[config.mk]
export PLATFORM = sky130hd
export DESIGN_NAME = instr_fetch_flat
export DESIGN_NICKNAME = d
export VERILOG_FILES = /design/src/rtl/instr_fetch_if.sv /design/src/rtl/instr_fetch.sv /design/src/flat_wrapper.sv
export SDC_FILE = /design/constraint.sdc
export NUM_CORES = 1
export LEC_CHECK = 0
export BUFFER_PORTS_ARGS = -buffer_cell sky130_fd_sc_hd__buf_2
export CAP_MARGIN = 15
export CELL_PAD_IN_SITES_DETAIL_PLACEMENT = 1
export CELL_PAD_IN_SITES_GLOBAL_PLACEMENT = 1
export CORE_UTILIZATION = 37
export CTS_CLUSTER_DIAMETER = 40
export CTS_CLUSTER_SIZE = 30
export DETAILED_ROUTE_END_ITERATION = 12
export PLACE_DENSITY_LB_ADDON = 0.1
export SETUP_SLACK_MARGIN = 0.3
export SYNTH_ARGS = -nofsm -noshare
export SYNTH_HDL_FRONTEND = slang
export SYNTH_SLANG_ARGS = --single-unit
[constraint.sdc]
create_clock -name clk -period 2.8 [get_ports clk]
set_input_delay 0.14 -clock clk [delete_from_list [all_inputs] [get_ports clk]]
set_output_delay 0.14 -clock clk [all_outputs]
set_load 0.02 [all_outputs]
[src/rtl/instr_fetch_if.sv]
// Fetch-stage bundle: Avalon-style read port toward memory plus the
// instruction/redirect handshake toward decode.
interface instr_fetch_if;
  logic [31:0] mem_address;
  logic        mem_read;
  logic        mem_waitrequest;
  logic [31:0] mem_readdata;
  logic        stall;
  logic        redirect_valid;
  logic [31:0] redirect_target;
  logic        instr_valid;
  logic [31:0] instr;
  logic [5:0]  instr_opcode;
  logic [31:0] instr_pc;
  logic        halted;
  logic        fault;

  modport master (
    output mem_address, mem_read, instr_valid, instr, instr_opcode, instr_pc, halted, fault,
    input  mem_waitrequest, mem_readdata, stall, redirect_valid, redirect_target
  );

  modport slave (
    input  mem_address, mem_read, instr_valid, instr, instr_opcode, instr_pc, halted, fault,
    output mem_waitrequest, mem_readdata, stall, redirect_valid, redirect_target
  );
endinterface

[src/rtl/instr_fetch.sv]
// MIPS instruction fetch: owns the PC, reads memory with waitrequest, and
// hands each word to decode under valid/stall with redirect, halt and fault.
module instr_fetch #(
  parameter logic [31:0] RESET_VECTOR = 32'hBFC00000,
  parameter logic [31:0] HALT_ADDR    = 32'h00000000
) (
  input  logic          clk,
  input  logic          rst_n,
  instr_fetch_if.master bus
);

  typedef enum logic [2:0] {
    S_BOOT,
    S_FETCH,
    S_HOLD,
    S_HALTED,
    S_FAULT
  } state_e;

  state_e      state_q;
  logic [31:0] pc_q;
  logic [31:0] fetch_addr_q;
  logic [31:0] instr_q;
  logic [31:0] instr_pc_q;
  logic        discard_q;
  logic        instr_valid_q;
  logic        halted_q;
  logic        fault_q;
  logic        mem_read_q;

  logic        redir_ok;
  logic        redir_bad;
  logic [31:0] pc_eff;
  logic        resume_halt;

  // pc_eff is the PC that any departure this cycle resumes from.
  always_comb begin
    redir_ok    = bus.redirect_valid && (bus.redirect_target[1:0] == 2'b00);
    redir_bad   = bus.redirect_valid && (bus.redirect_target[1:0] != 2'b00);
    pc_eff      = redir_ok ? bus.redirect_target : pc_q;
    resume_halt = (pc_eff == HALT_ADDR);
  end

  always_ff @(posedge clk) begin
    if (!rst_n) begin
      state_q       <= S_BOOT;
      pc_q          <= RESET_VECTOR;
      fetch_addr_q  <= RESET_VECTOR;
      discard_q     <= 1'b0;
      instr_q       <= 32'h0;
      instr_pc_q    <= 32'h0;
      instr_valid_q <= 1'b0;
      halted_q      <= 1'b0;
      fault_q       <= 1'b0;
      mem_read_q    <= 1'b0;
    end else begin
      case (state_q)
        S_BOOT: begin
          if (redir_bad) begin
            state_q <= S_FAULT;
            fault_q <= 1'b1;
          end else begin
            pc_q <= pc_eff;
            if (resume_halt) begin
              state_q  <= S_HALTED;
              halted_q <= 1'b1;
            end else begin
              state_q      <= S_FETCH;
              fetch_addr_q <= pc_eff;
              mem_read_q   <= 1'b1;
            end
          end
        end

        S_FETCH: begin
          if (fault_q) begin
            // Misaligned redirect already seen: finish the bus cycle, then stop.
            if (!bus.mem_waitrequest) begin
              state_q    <= S_FAULT;
              mem_read_q <= 1'b0;
            end
          end else if (redir_bad) begin
            fault_q       <= 1'b1;
            instr_valid_q <= 1'b0;
            if (!bus.mem_waitrequest) begin
              state_q    <= S_FAULT;
              mem_read_q <= 1'b0;
            end
          end else if (bus.mem_waitrequest) begin
            if (redir_ok) begin
              pc_q      <= bus.redirect_target;
              discard_q <= 1'b1;
            end
          end else if (redir_ok || discard_q) begin
            discard_q <= 1'b0;
            pc_q      <= pc_eff;
            if (resume_halt) begin
              state_q    <= S_HALTED;
              halted_q   <= 1'b1;
              mem_read_q <= 1'b0;
            end else begin
              fetch_addr_q <= pc_eff;
            end
          end else begin
            instr_q       <= bus.mem_readdata;
            instr_pc_q    <= fetch_addr_q;
            instr_valid_q <= 1'b1;
            pc_q          <= fetch_addr_q + 32'd4;
            state_q       <= S_HOLD;
            mem_read_q    <= 1'b0;
          end
        end

        S_HOLD: begin
          if (redir_bad) begin
            state_q       <= S_FAULT;
            fault_q       <= 1'b1;
            instr_valid_q <= 1'b0;
          end else if (redir_ok || !bus.stall) begin
            // A redirect flushes the held word even if decode takes it this cycle.
            instr_valid_q <= 1'b0;
            pc_q          <= pc_eff;
            if (resume_halt) begin
              state_q  <= S_HALTED;
              halted_q <= 1'b1;
            end else begin
              state_q      <= S_FETCH;
              fetch_addr_q <= pc_eff;
              mem_read_q   <= 1'b1;
            end
          end
        end

        S_HALTED, S_FAULT: begin
          mem_read_q    <= 1'b0;
          instr_valid_q <= 1'b0;
        end

        default: begin
          state_q    <= S_BOOT;
          mem_read_q <= 1'b0;
        end
      endcase
    end
  end

  assign bus.mem_address  = fetch_addr_q;
  assign bus.mem_read     = mem_read_q;
  assign bus.instr_valid  = instr_valid_q;
  assign bus.instr        = instr_q;
  assign bus.instr_opcode = instr_q[31:26];
  assign bus.instr_pc     = instr_pc_q;
  assign bus.halted       = halted_q;
  assign bus.fault        = fault_q;

endmodule

[src/flat_wrapper.sv]
// flat-port wrapper written by rule: the top's interface ports become plain ports
module instr_fetch_flat 
#(
  parameter logic [31:0] RESET_VECTOR = 32'hBFC00000,
  parameter logic [31:0] HALT_ADDR    = 32'h00000000
)
  (clk, rst_n, bus_mem_address, bus_mem_read, bus_instr_valid, bus_instr, bus_instr_opcode, bus_instr_pc, bus_halted, bus_fault, bus_mem_waitrequest, bus_mem_readdata, bus_stall, bus_redirect_valid, bus_redirect_target);
  instr_fetch_if bus_i ();
  input  logic clk;
  input  logic rst_n;
  output wire logic [$bits(bus_i.mem_address)-1:0] bus_mem_address;
  output wire logic [$bits(bus_i.mem_read)-1:0] bus_mem_read;
  output wire logic [$bits(bus_i.instr_valid)-1:0] bus_instr_valid;
  output wire logic [$bits(bus_i.instr)-1:0] bus_instr;
  output wire logic [$bits(bus_i.instr_opcode)-1:0] bus_instr_opcode;
  output wire logic [$bits(bus_i.instr_pc)-1:0] bus_instr_pc;
  output wire logic [$bits(bus_i.halted)-1:0] bus_halted;
  output wire logic [$bits(bus_i.fault)-1:0] bus_fault;
  input wire logic [$bits(bus_i.mem_waitrequest)-1:0] bus_mem_waitrequest;
  input wire logic [$bits(bus_i.mem_readdata)-1:0] bus_mem_readdata;
  input wire logic [$bits(bus_i.stall)-1:0] bus_stall;
  input wire logic [$bits(bus_i.redirect_valid)-1:0] bus_redirect_valid;
  input wire logic [$bits(bus_i.redirect_target)-1:0] bus_redirect_target;
  assign bus_mem_address = bus_i.mem_address;
  assign bus_mem_read = bus_i.mem_read;
  assign bus_instr_valid = bus_i.instr_valid;
  assign bus_instr = bus_i.instr;
  assign bus_instr_opcode = bus_i.instr_opcode;
  assign bus_instr_pc = bus_i.instr_pc;
  assign bus_halted = bus_i.halted;
  assign bus_fault = bus_i.fault;
  assign bus_i.mem_waitrequest = bus_mem_waitrequest;
  assign bus_i.mem_readdata = bus_mem_readdata;
  assign bus_i.stall = bus_stall;
  assign bus_i.redirect_valid = bus_redirect_valid;
  assign bus_i.redirect_target = bus_redirect_target;
  instr_fetch #(.RESET_VECTOR(RESET_VECTOR), .HALT_ADDR(HALT_ADDR)) u_core (.clk(clk), .rst_n(rst_n), .bus(bus_i));
endmodule
==> metrics.txt, run 1 <==
run status finished, final reports clean; R2R depth 7; Peak VDD IR ~370 µV; Synthesis Warnings 0; clk root buf clkbuf_16; Hold Path Sink u_core.bus.mem_address[13]; DR iter-0 viols ~430; Reg power frac between 40% and 50%; skew final ~0.010 ns; Critical Path Fanout Max 4; later-pin clock latency in the skew report 0.42 ns; CP cell instances dlygate4sd3_1 -> buf_2 -> nor4_1 -> nand4_1 -> a22oi_2 -> and2_1 -> mux2_1 -> o221a_2; Placer Congestion between 0.8 and 0.9; first-pass GRT wire length 33400 µm; Post-synth EDFFs 0; dpl ws 0.353 ns; classification of the worst setup path input pin to register; Die ar. roughly 17000 µm²; crit path from bus_redirect_target[11]; Startpoint Class input pin; antenna fix cells 0; Cell Area, Placed around 7100 µm²; initial antenna violation count 0; setup ws final roughly 0.40 ns; Cells on Worst Hold Path 3; LEAKAGE 3.25 nW; Hold Fails Final Rpt 0; vias in the first global route ~6400; row count between 40 and 50; internal power between 3 and 4 mW; Clock Sinks around 140; Final period util approximately 86%; clock buffer depth 2; Pwr Density 642 nW/µm²; combinational family with the most area after synthesis simple AND/OR/NAND/NOR gates; FF-to-FF End u_core.bus.instr[19]; Post-Synthesis Cell Area 6090 µm²; final wirelength ~22000 µm; syn nets approximately 850; worst slew pin tran slightly below 0.6 ns; max incr delay on CP ~0.53 ns; cell area after layout ~8000 µm²; Syn Area/Cell between 7 and 8 µm²; family with the most delay on the worst path simple AND/OR/NAND/NOR gates; synthesis-to-layout area growth 31.8%; Comb pwr share a little under a fifth; Crit path required time 3.11 ns; CTS Buf Count 17; via count 6497; Antenna Nets Post-Route 0; adder-cell share of the synthesized area less than 1%; CP Capture Type register; gate count after technology mapping just under 800; setup TNS 0 ns; layout cell share with drive strength beyond 1 about a quarter; wire per inst around 18 µm; Die X 130 µm; final non-filler cell total ~1200; Slowest-stage cell, CP dlygate4sd3_1; Reg area ~2700 µm²; switching pwr ~1.5 mW; gr ovfl total 0; post-synthesis sequential area ratio 44.7%; Tmin final about 2.4 ns; fillcell total about 2000; Multi-input gate area 3060 µm²; complex-gate fraction of the synthesized area 19.8%; drt via density 5.47; HP Class input pin to register; core footprint 16000 µm²; Top FF cell, synth dfxtp_1; power consumption 5.16 mW; xor and xnor fraction of the mapped netlist area under 10%; Sw Share between 30% and 40%; TritonCTS clock tree yes; Post-Synth Simple-Gate Area 25.3%; max-cap violation count 0; Worst R2R Start u_core.state_q[2]; Port Buffers ~170; hpwl dp 14900 µm; Yosys reg bits 136; # setup viols final 0; largest net degree at the start of global routing 117; ys async rst share 0%; FMAX approximately 0.42 GHz; worst endpoint data arrival time between 2 and 3 ns; DRC 0; CTS H-tree lvls 4; count of cell types in the netlist between 50 and 60; max-slew violation count 0; hold_sp bus_redirect_target[13]; Clk pwr share 38.5%; R2R Setup Slk 0.50 ns; multiplexer share of the synthesized area 0.842%; RSZ-0062 raised after global routing false; # IOs approximately 180; Post-layout nets around 1000; GRT Util Overall between 20% and 30%; Buf/Inv on CP 2; worst slew margin relative to its limit about three fifths; DRT Pass-1 Iters 7; Inst Count DP between 1000 and 1500; Initial Util 38.1%; clk slew on worst S/H paths 0.06 ns; Die Height approximately 130 µm
==> through the flow <==
step / hold WS [ns] / utilization [%]
after floorplan: 0.274 / -
after global placement: 0.379 / 44.5
after detailed placement: 0.389 / 44.5
after CTS: 0.00319 / 50.0
after global routing: 0.0229 / 50.2
final: 0.0142 / 50.2
==> power by group through the flow <==
stage                     logic (mW)  clock network, mW  registers (mW)
after floorplan                0.491                  0            2.32
after global placement         0.851                  0            2.27
after detailed placement       0.881                  0            2.28
after CTS                      0.924               2.01            2.24
after global routing            1.02               2.10            2.27
final                          0.932               1.98            2.24
==> flip-flops by register name, indices dropped and copies added (netlist names) <==
| signal | flops |
|---|---|
| u_core.bus.instr_valid | 1 |
| u_core.pc_q | 32 |
| u_core.bus.mem_address | 32 |
| u_core.bus.instr_pc | 32 |
| u_core.bus.fault | 1 |
| u_core.bus.halted | 1 |
| u_core.bus.mem_read | 1 |
| u_core.state_q | 3 |
| u_core.bus.instr | 32 |
| u_core.discard_q | 1 |
==> kinds of logic (layout without fill, tap and decap cells) <==
kind of cell             count (synthesis)  in the layout
AND/OR/NAND/NOR                        345            345
AO/OA/AOI/OAI                          193            193
flip-flops                             136            136
buffers and inverters                   68            265
XOR/XNOR                                27             27
multiplexers                             5              5
adder cells (fa/ha/maj)                  1              1
==> layer usage <==
| layer | share of wire, % | GRT usage [%] | vias to the layer above |
|---|---|---|---|
| met5 | 0 | 0 | - |
| met4 | 1.6 | 9.06 | 0 |
| met3 | 5.1 | 5.00 | 24 |
| met2 | 49 | 43.5 | 191 |
| met1 | 44 | 32.1 | 3185 |
| li1 | - | - | 3097 |
==> cell usage in the layout, fill, tap and decap left out, drive strengths merged, types with 3 or more instances in the layout <==
master,count
and2,3
xor2,7
o21a,3
dfxtp,136
a22oi,5
nor2,48
a31oi,3
nor4,15
inv,6
and3,4
a222oi,6
a41oi,8
and4,6
o22ai,6
a211oi,3
o221ai,5
nand2,210
nand3,14
mux2i,4
clkinv,3
buf,197
nand4,13
dlygate4sd3,36
nor3,18
a21oi,94
clkbuf,21
a221oi,6
xnor2,20
o21ai,32
a311oi,18
==> worst min-delay path, cell delays in order <==
cell      delay (ns)
buf_2           0.12
nand2_1         0.05
a311oi_1        0.08
==> layout make-up <==
class	instances	share of cell area (%)
sequential	136	33.9
clock buffer	21	5.98
inverter	7	0.343
timing repair buffer	233	18.0
multi-input combinational	571	38.1
clock inverter	4	0.311
tap	216	3.36
==> worst max path at each step <==
stage | cells after the start | slack [ns] | end
after floorplan | 7 | 0.64 | u_core.pc_q[21]
after global placement | 6 | 0.47 | u_core.pc_q[18]
after detailed placement | 6 | 0.35 | u_core.pc_q[25]
after CTS | 6 | 0.33 | u_core.pc_q[25]
after global routing | 7 | 0.36 | u_core.bus.instr[19]
final | 8 | 0.40 | u_core.bus.mem_read
==> synthesized netlist by cell type, types with 13 or more instances <==
cell type  count  area share [%]
xnor2_1       20             2.9
nor2_1        46             2.8
nand4_1       13             1.3
nand2_1      210              13
nor4_1        15             1.5
nand3_1       14             1.1
dfxtp_1      136              45
o21ai_0       23             1.9
a311oi_1      18             2.6
clkbuf_1      37             2.3
a21oi_1       93             7.6
nor3_1        18             1.5
==> repair_timing <==
action / 4_1_cts / 5_1_grt
setup endpoints to repair: 0 / 25
gates resized for setup: 0 / 4
setup buffers: 0 / 2
endpoints found under the hold margin: 36 / 0
hold buffers: 36 / 0
No activity file was read; power rests on OpenSTA's default activity.
==> run 2, diff against run 1 <==
Settings changed: BUFFER_PORTS_ARGS -buffer_cell sky130_fd_sc_hd__buf_2 to default, CORE_UTILIZATION 37 to 45, DONT_BUFFER_PORTS from default to 1.
Clock period 2.8 ns to 2.62 ns, I/O delays scaled along.
==> run 2 against run 1 <==
Effect of this change: utilization is 7.6 points higher; via count is 2.3% lower; non-clock buffer count is 121 lower; sequential share of layout area is 1.7 points higher; die area is 18% lower; sequential power is 6% higher; cell count is 13% lower; setup slack worse by 0.020 ns; largest power group unchanged; routed wire length is 7.6% higher; highest routed layer unchanged.
==> metrics.txt, run 2 (synthesis gave the netlist of run 1 again) <==
clk slew on worst S/H paths 0.06 ns (about the same); leading cell type in the layout, fill and taps excluded nand2_1; via count 6350 (-2.3%); Die X 118 µm (-9.2%); gr ovfl total 0 (unchanged); Hold Fails Final Rpt 0 (unchanged); CTS Buf Count 17 (unchanged); # IOs 175 (unchanged); Reg area 2730 µm² (about the same); fillcell total 1588 (-21%); final wirelength 23200 µm (+7.6%); setup TNS 0 ns (unchanged); RSZ-0062 raised after global routing false; FMAX ~0.45 GHz; Worst R2R Start u_core.state_q[1]; LEAKAGE 2.72 nW (-16%); hpwl dp 14900 µm (about the same); TritonCTS clock tree yes; Critical Path Fanout Max 46 (+42); R2R Setup Slk 0.38 ns (-0.12 ns); Post-layout nets 915 (-12%); power consumption 5.79 mW (+12%); Startpoint Class register; Port Buffers 0 (-100%); crit path to u_core.bus.mem_address[2]; row count 42 (-8.7%); GRT Util Overall 33.3% (+7.8 points); clk root buf clkbuf_16; Tmin final between 2 and 2.5 ns; layout cell share with drive strength beyond 1 10.9% (-14 points); setup bufs post-CTS 0 (unchanged); Die ar. 14000 µm² (-18%); drt via density 6.14 (+12%); DRT Pass-1 Iters 5 (-2); CP Capture Type register; # setup viols final 0 (unchanged); DRC 0 (unchanged); worst slew margin relative to its limit 51.5% (-9.8 points); wire per inst 22.4 µm (+24%); Initial Util 46.0% (+7.9 points); classification of the worst setup path register to register; FF-to-FF End u_core.bus.mem_address[2]; skew final 0.00670 ns (-0.00343 ns); Antenna Nets Post-Route 0 (unchanged); Clock Sinks 136 (unchanged); worst slew pin tran 0.727 ns (+0.148 ns); later-pin clock latency in the skew report 0.43 ns (about the same); Crit path required time 2.91 ns (-0.20 ns); synthesis-to-layout area growth 25.6%; initial antenna violation count 1 (+1); R2R depth 8 (+1); max-cap violation count 0 (unchanged); Peak VDD IR 430 µV (+17%); clock buffer depth 2 (unchanged); DR iter-0 viols 469 (+8.3%); core footprint 13200 µm² (-17%); run status finished, final reports clean; Hold Slack 0.0233 ns (+0.00902 ns); max-slew violation count 0 (unchanged); Pwr Density 757 nW/µm² (+18%); worst endpoint data arrival time 2.53 ns (-0.18 ns); HP Class input pin to register; Final Util 57.8% (+7.6 points); largest net degree at the start of global routing 65 (-44%); most frequent cells in the layout nand2_1 (208), dfxtp_1 (134), a21oi_1 (93); Final period util 85.5%; Placer Congestion 0.913 (+4.4%); crit path from u_core.state_q[1]; vias in the first global route 6634 (+3.9%); Multi-input gate area 3060 µm² (unchanged); Die Height 118 µm (-9.2%); CTS H-tree lvls 4 (unchanged); first-pass GRT wire length 36100 µm (+8.1%)
-- run 2: cell count changes in the layout (fill, tap and decap cells not counted), moves of 2 or more --
cell           change
bufinv_16          +2
buf_4             +28
clkinvlp_4         -2
clkbuf_1           +4
buf_2            -174
dlygate4sd3_1     +25
-- run 2: worst min-delay path by stage --
stage	startpoint	to	slack (ns)	cells past startpoint
2_1_floorplan	bus_redirect_target[27]	u_core.pc_q[27]	0.26	2
3_5_place_dp	rst_n	u_core.pc_q[28]	0.22	1
3_3_place_gp	rst_n	u_core.pc_q[28]	0.22	1
6_report	bus_redirect_target[15]	u_core.bus.mem_address[15]	0.02	2
4_1_cts	bus_redirect_target[15]	u_core.bus.mem_address[15]	0.02	2
5_1_grt	bus_redirect_target[15]	u_core.bus.mem_address[15]	0.05	2
-- run 2: layer usage --
layer	routed length, µm	track usage (%)	up-vias
met5	0	0	-
met4	901	17.6	0
met3	1580	8.54	68
met2	11300	56.1	282
met1	9370	38.9	3129
li1	-	-	2871
-- run 2: per-stage QoR --
step / setup WS, ns / std cells / cell area [µm²]
floorplan: 0.461 / 775 / 6090
global placement: 0.402 / 940 / 6440
global route: 0.282 / 1033 / 7650
CTS: 0.328 / 1033 / 7640
detailed placement: 0.316 / 940 / 6440
finish: 0.381 / 1034 / 7650
-- run 2: critical path, stage by stage, from the launching register on --
cell	delay (ns)
dfxtp_1	0.30
buf_4	0.16
nand3b_1	0.22
and4b_1	0.35
o21ai_1	0.19
a21oi_4	0.20
buf_12	0.25
nor2_1	0.07
a311oi_1	0.35
-- run 2: where the power goes --
group	switching [mW]	total (mW)	leakage (nW)	internal [mW]
Clock	0.904	2.37	0.284	1.47
Sequential	0.175	2.38	1.11	2.21
Combinational	0.645	1.04	1.33	0.390
Total	1.72	5.79	2.72	4.07
-- run 2: repair_timing --
action	4_1_cts	5_1_grt
endpoints found under the hold margin	92	0
endpoints found under the setup margin	4	4
resized for setup	1	3
pin swaps	0	3
hold buffers	62	0
-- run 2: layout make-up --
cell class,count,share of cell area [%]
tap,176,2.88
timing repair buffer,112,13.6
inverter,7,0.360
multi-input combinational,571,40.0
antenna,1,0.0327
sequential,136,35.6
clock inverter,7,1.21
clock buffer,24,6.29
==> run 3, diff against run 2 <==
Settings changed: CORE_ASPECT_RATIO from default to 0.8.
==> run 3 against run 2 <==
Effect of this change: routed wire length fell by 1.9%; via count fell by 1.5%; total power rose by 0.89%; highest routed layer unchanged; cell count fell by 0.58%; first-iteration DRC count rose by 15%; utilization rose by 0.88 points; combinational power barely moved; worst hold slack got worse by 0.0057 ns; largest power group is now clock; sequential share of layout area barely moved.
==> metrics.txt, run 3 (synthesis gave the netlist of run 1 again) <==
Cells on Worst Hold Path 2 (unchanged); # setup viols final 0 (unchanged); Buf/Inv on CP 0 (-2); run status finished, final reports clean; clk root buf clkbuf_16; CP cell instances or3b_1 -> or3_4 -> nand2_1 -> nand2_2 -> a222oi_1 -> nor2_1; layout cell share with drive strength beyond 1 10.8% (-0.066 points); Top Layer Used met4; family with the most delay on the worst path simple AND/OR/NAND/NOR gates; DRC 0 (unchanged); Tmin final 2.28 ns (+0.0369 ns); RSZ-0062 raised after global routing true; Port Buffers 0 (unchanged); Startpoint Class register; Slowest-stage cell, CP a222oi_1; R2R Setup Slk 0.34 ns (-0.04 ns); setup ws final 0.344 ns (-0.0369 ns); drt via density 6.08 (-0.92%); Placer Congestion 0.879 (-3.7%); Reg area 2720 µm² (about the same); met2 wire length 10500 µm (-7.8%); hpwl dp 14800 µm (-1.2%); leading cell type in the layout, fill and taps excluded nand2_1; Worst R2R Start u_core.state_q[2]; CP Capture Type register; fillcell total 1537 (-3.2%); DR iter-0 viols 540 (+15%); max-cap violation count 0 (unchanged); setup TNS 0 ns (unchanged); final wirelength 22800 µm (-1.9%); worst slew margin relative to its limit 54.3% (+2.8 points); later-pin clock latency in the skew report 0.43 ns (about the same); dpl ws 0.288 ns (-0.0280 ns); first-pass GRT wire length 36200 µm (+0.14%); CTS H-tree lvls 4 (unchanged); M1 WL 9680 µm (+3.3%); max incr delay on CP 0.52 ns (+0.17 ns); DRT Pass-1 Iters 7 (+2); Peak VDD IR 553 µV (+29%); most frequent cells in the layout nand2_1 (208), dfxtp_1 (135), a21oi_1 (93); met3 WL 1900 µm (+20%); CTS Buf Count 17 (unchanged); clk slew on worst S/H paths 0.06 ns (about the same); # IOs 175 (unchanged); skew final 0.00966 ns (+0.00296 ns); Crit path required time 2.90 ns (about the same); vias in the first global route 6492 (-2.1%); GRT Util Overall 33.5% (+0.18 points); Die X 132 µm (+12%); Hold Path Sink u_core.pc_q[10]; R2R depth 6 (-2); Clock Sinks 136 (unchanged); Critical Path Fanout Max 13 (-72%); Initial Util 46.7% (+0.66 points); initial antenna violation count 0 (-1); Multi-input gate area 3060 µm² (about the same); Antenna Nets Post-Route 0 (unchanged); Die Height 106 µm (-10%); TritonCTS clock tree yes; Post-layout nets 910 (-0.55%); Die ar. 14000 µm² (about the same); clock buffer depth 2 (unchanged); via count 6255 (-1.5%); Final period util 86.9% (+1.4 points); classification of the worst setup path register to register; antenna fix cells 0 (-1); Pwr Density 763 nW/µm² (+0.81%); FF-to-FF End u_core.pc_q[20]; FMAX 0.439 GHz (-1.6%); core footprint 13100 µm² (-1.4%); LEAKAGE 2.71 nW (-0.35%); wire per inst 22.1 µm (-1.3%); synthesis-to-layout area growth 25.7% (about the same); largest net degree at the start of global routing 62 (-4.6%); worst slew pin tran 0.686 ns (-0.0410 ns); hold_sp bus_redirect_target[10]; HP Class input pin to register; gr ovfl total 0 (unchanged); row count 37 (-12%); max-slew violation count 0 (unchanged); Hold Fails Final Rpt 0 (unchanged); worst endpoint data arrival time 2.56 ns (+0.03 ns)
run 3: cell count changes in the layout (fill, tap and decap cells not counted), moves of 2 or more:
cell      previous run  this run
clkbuf_1             4         0
buf_4               47        40
clkinv_4             1         4
inv_6                1         3
buf_12               4         6
run 3: worst max-delay path by stage:
stage,from,depth (start not counted),endpoint
after floorplan,u_core.bus.mem_address[5],7,u_core.pc_q[21]
after global placement,u_core.state_q[2],6,u_core.pc_q[30]
after detailed placement,u_core.state_q[2],6,u_core.pc_q[20]
after CTS,u_core.state_q[1],7,u_core.pc_q[10]
after global routing,u_core.bus.mem_address[14],7,u_core.pc_q[21]
final,u_core.state_q[2],6,u_core.pc_q[20]
run 3: final cells by class:
| type | instances | area share [%] |
|---|---|---|
| inverters | 7 | 0.359 |
| clock buffers | 19 | 5.91 |
| flip-flops and latches | 136 | 35.6 |
| well taps | 175 | 2.86 |
| repair buffers | 107 | 13.5 |
| clock inverters | 13 | 1.88 |
| multi-input cells | 571 | 40.0 |
run 3: report_power, final:
part | internal [mW] | switching, mW | leakage, nW
logic | 0.394 | 0.616 | 1.31
registers | 2.20 | 0.193 | 1.11
clock network | 1.46 | 0.974 | 0.294
total | 4.06 | 1.78 | 2.71
run 3: layer usage:
| metal | track usage, % | vias up |
|---|---|---|
| met5 | 0 | - |
| met4 | 15.9 | 0 |
| met3 | 9.82 | 55 |
| met2 | 53.0 | 293 |
| li1 | - | 2861 |
| met1 | 42.0 | 3046 |
run 3: stage by stage:
step	cell area (µm²)	hold WS (ns)	power, mW	instances	util [%]
CTS	7650	0.0144	5.83	1027	58.6
global route	7660	0.0437	6.05	1028	58.7
global placement	6420	0.214	3.28	933	49.1
detailed placement	6420	0.215	3.32	933	49.1
floorplan	6090	0.265	3.01	775	-
finish	7660	0.0176	5.84	1028	58.7
run 3: repair_timing:
action                                  in CTS  in global routing
endpoints found under the hold margin       92                  0
gates cloned                                 0                  0
buffers inserted                             0                  1
hold buffers                                62                  0
gates resized for setup                      1                  2
pin swaps                                    0                  1
endpoints found under the setup margin       1                  5
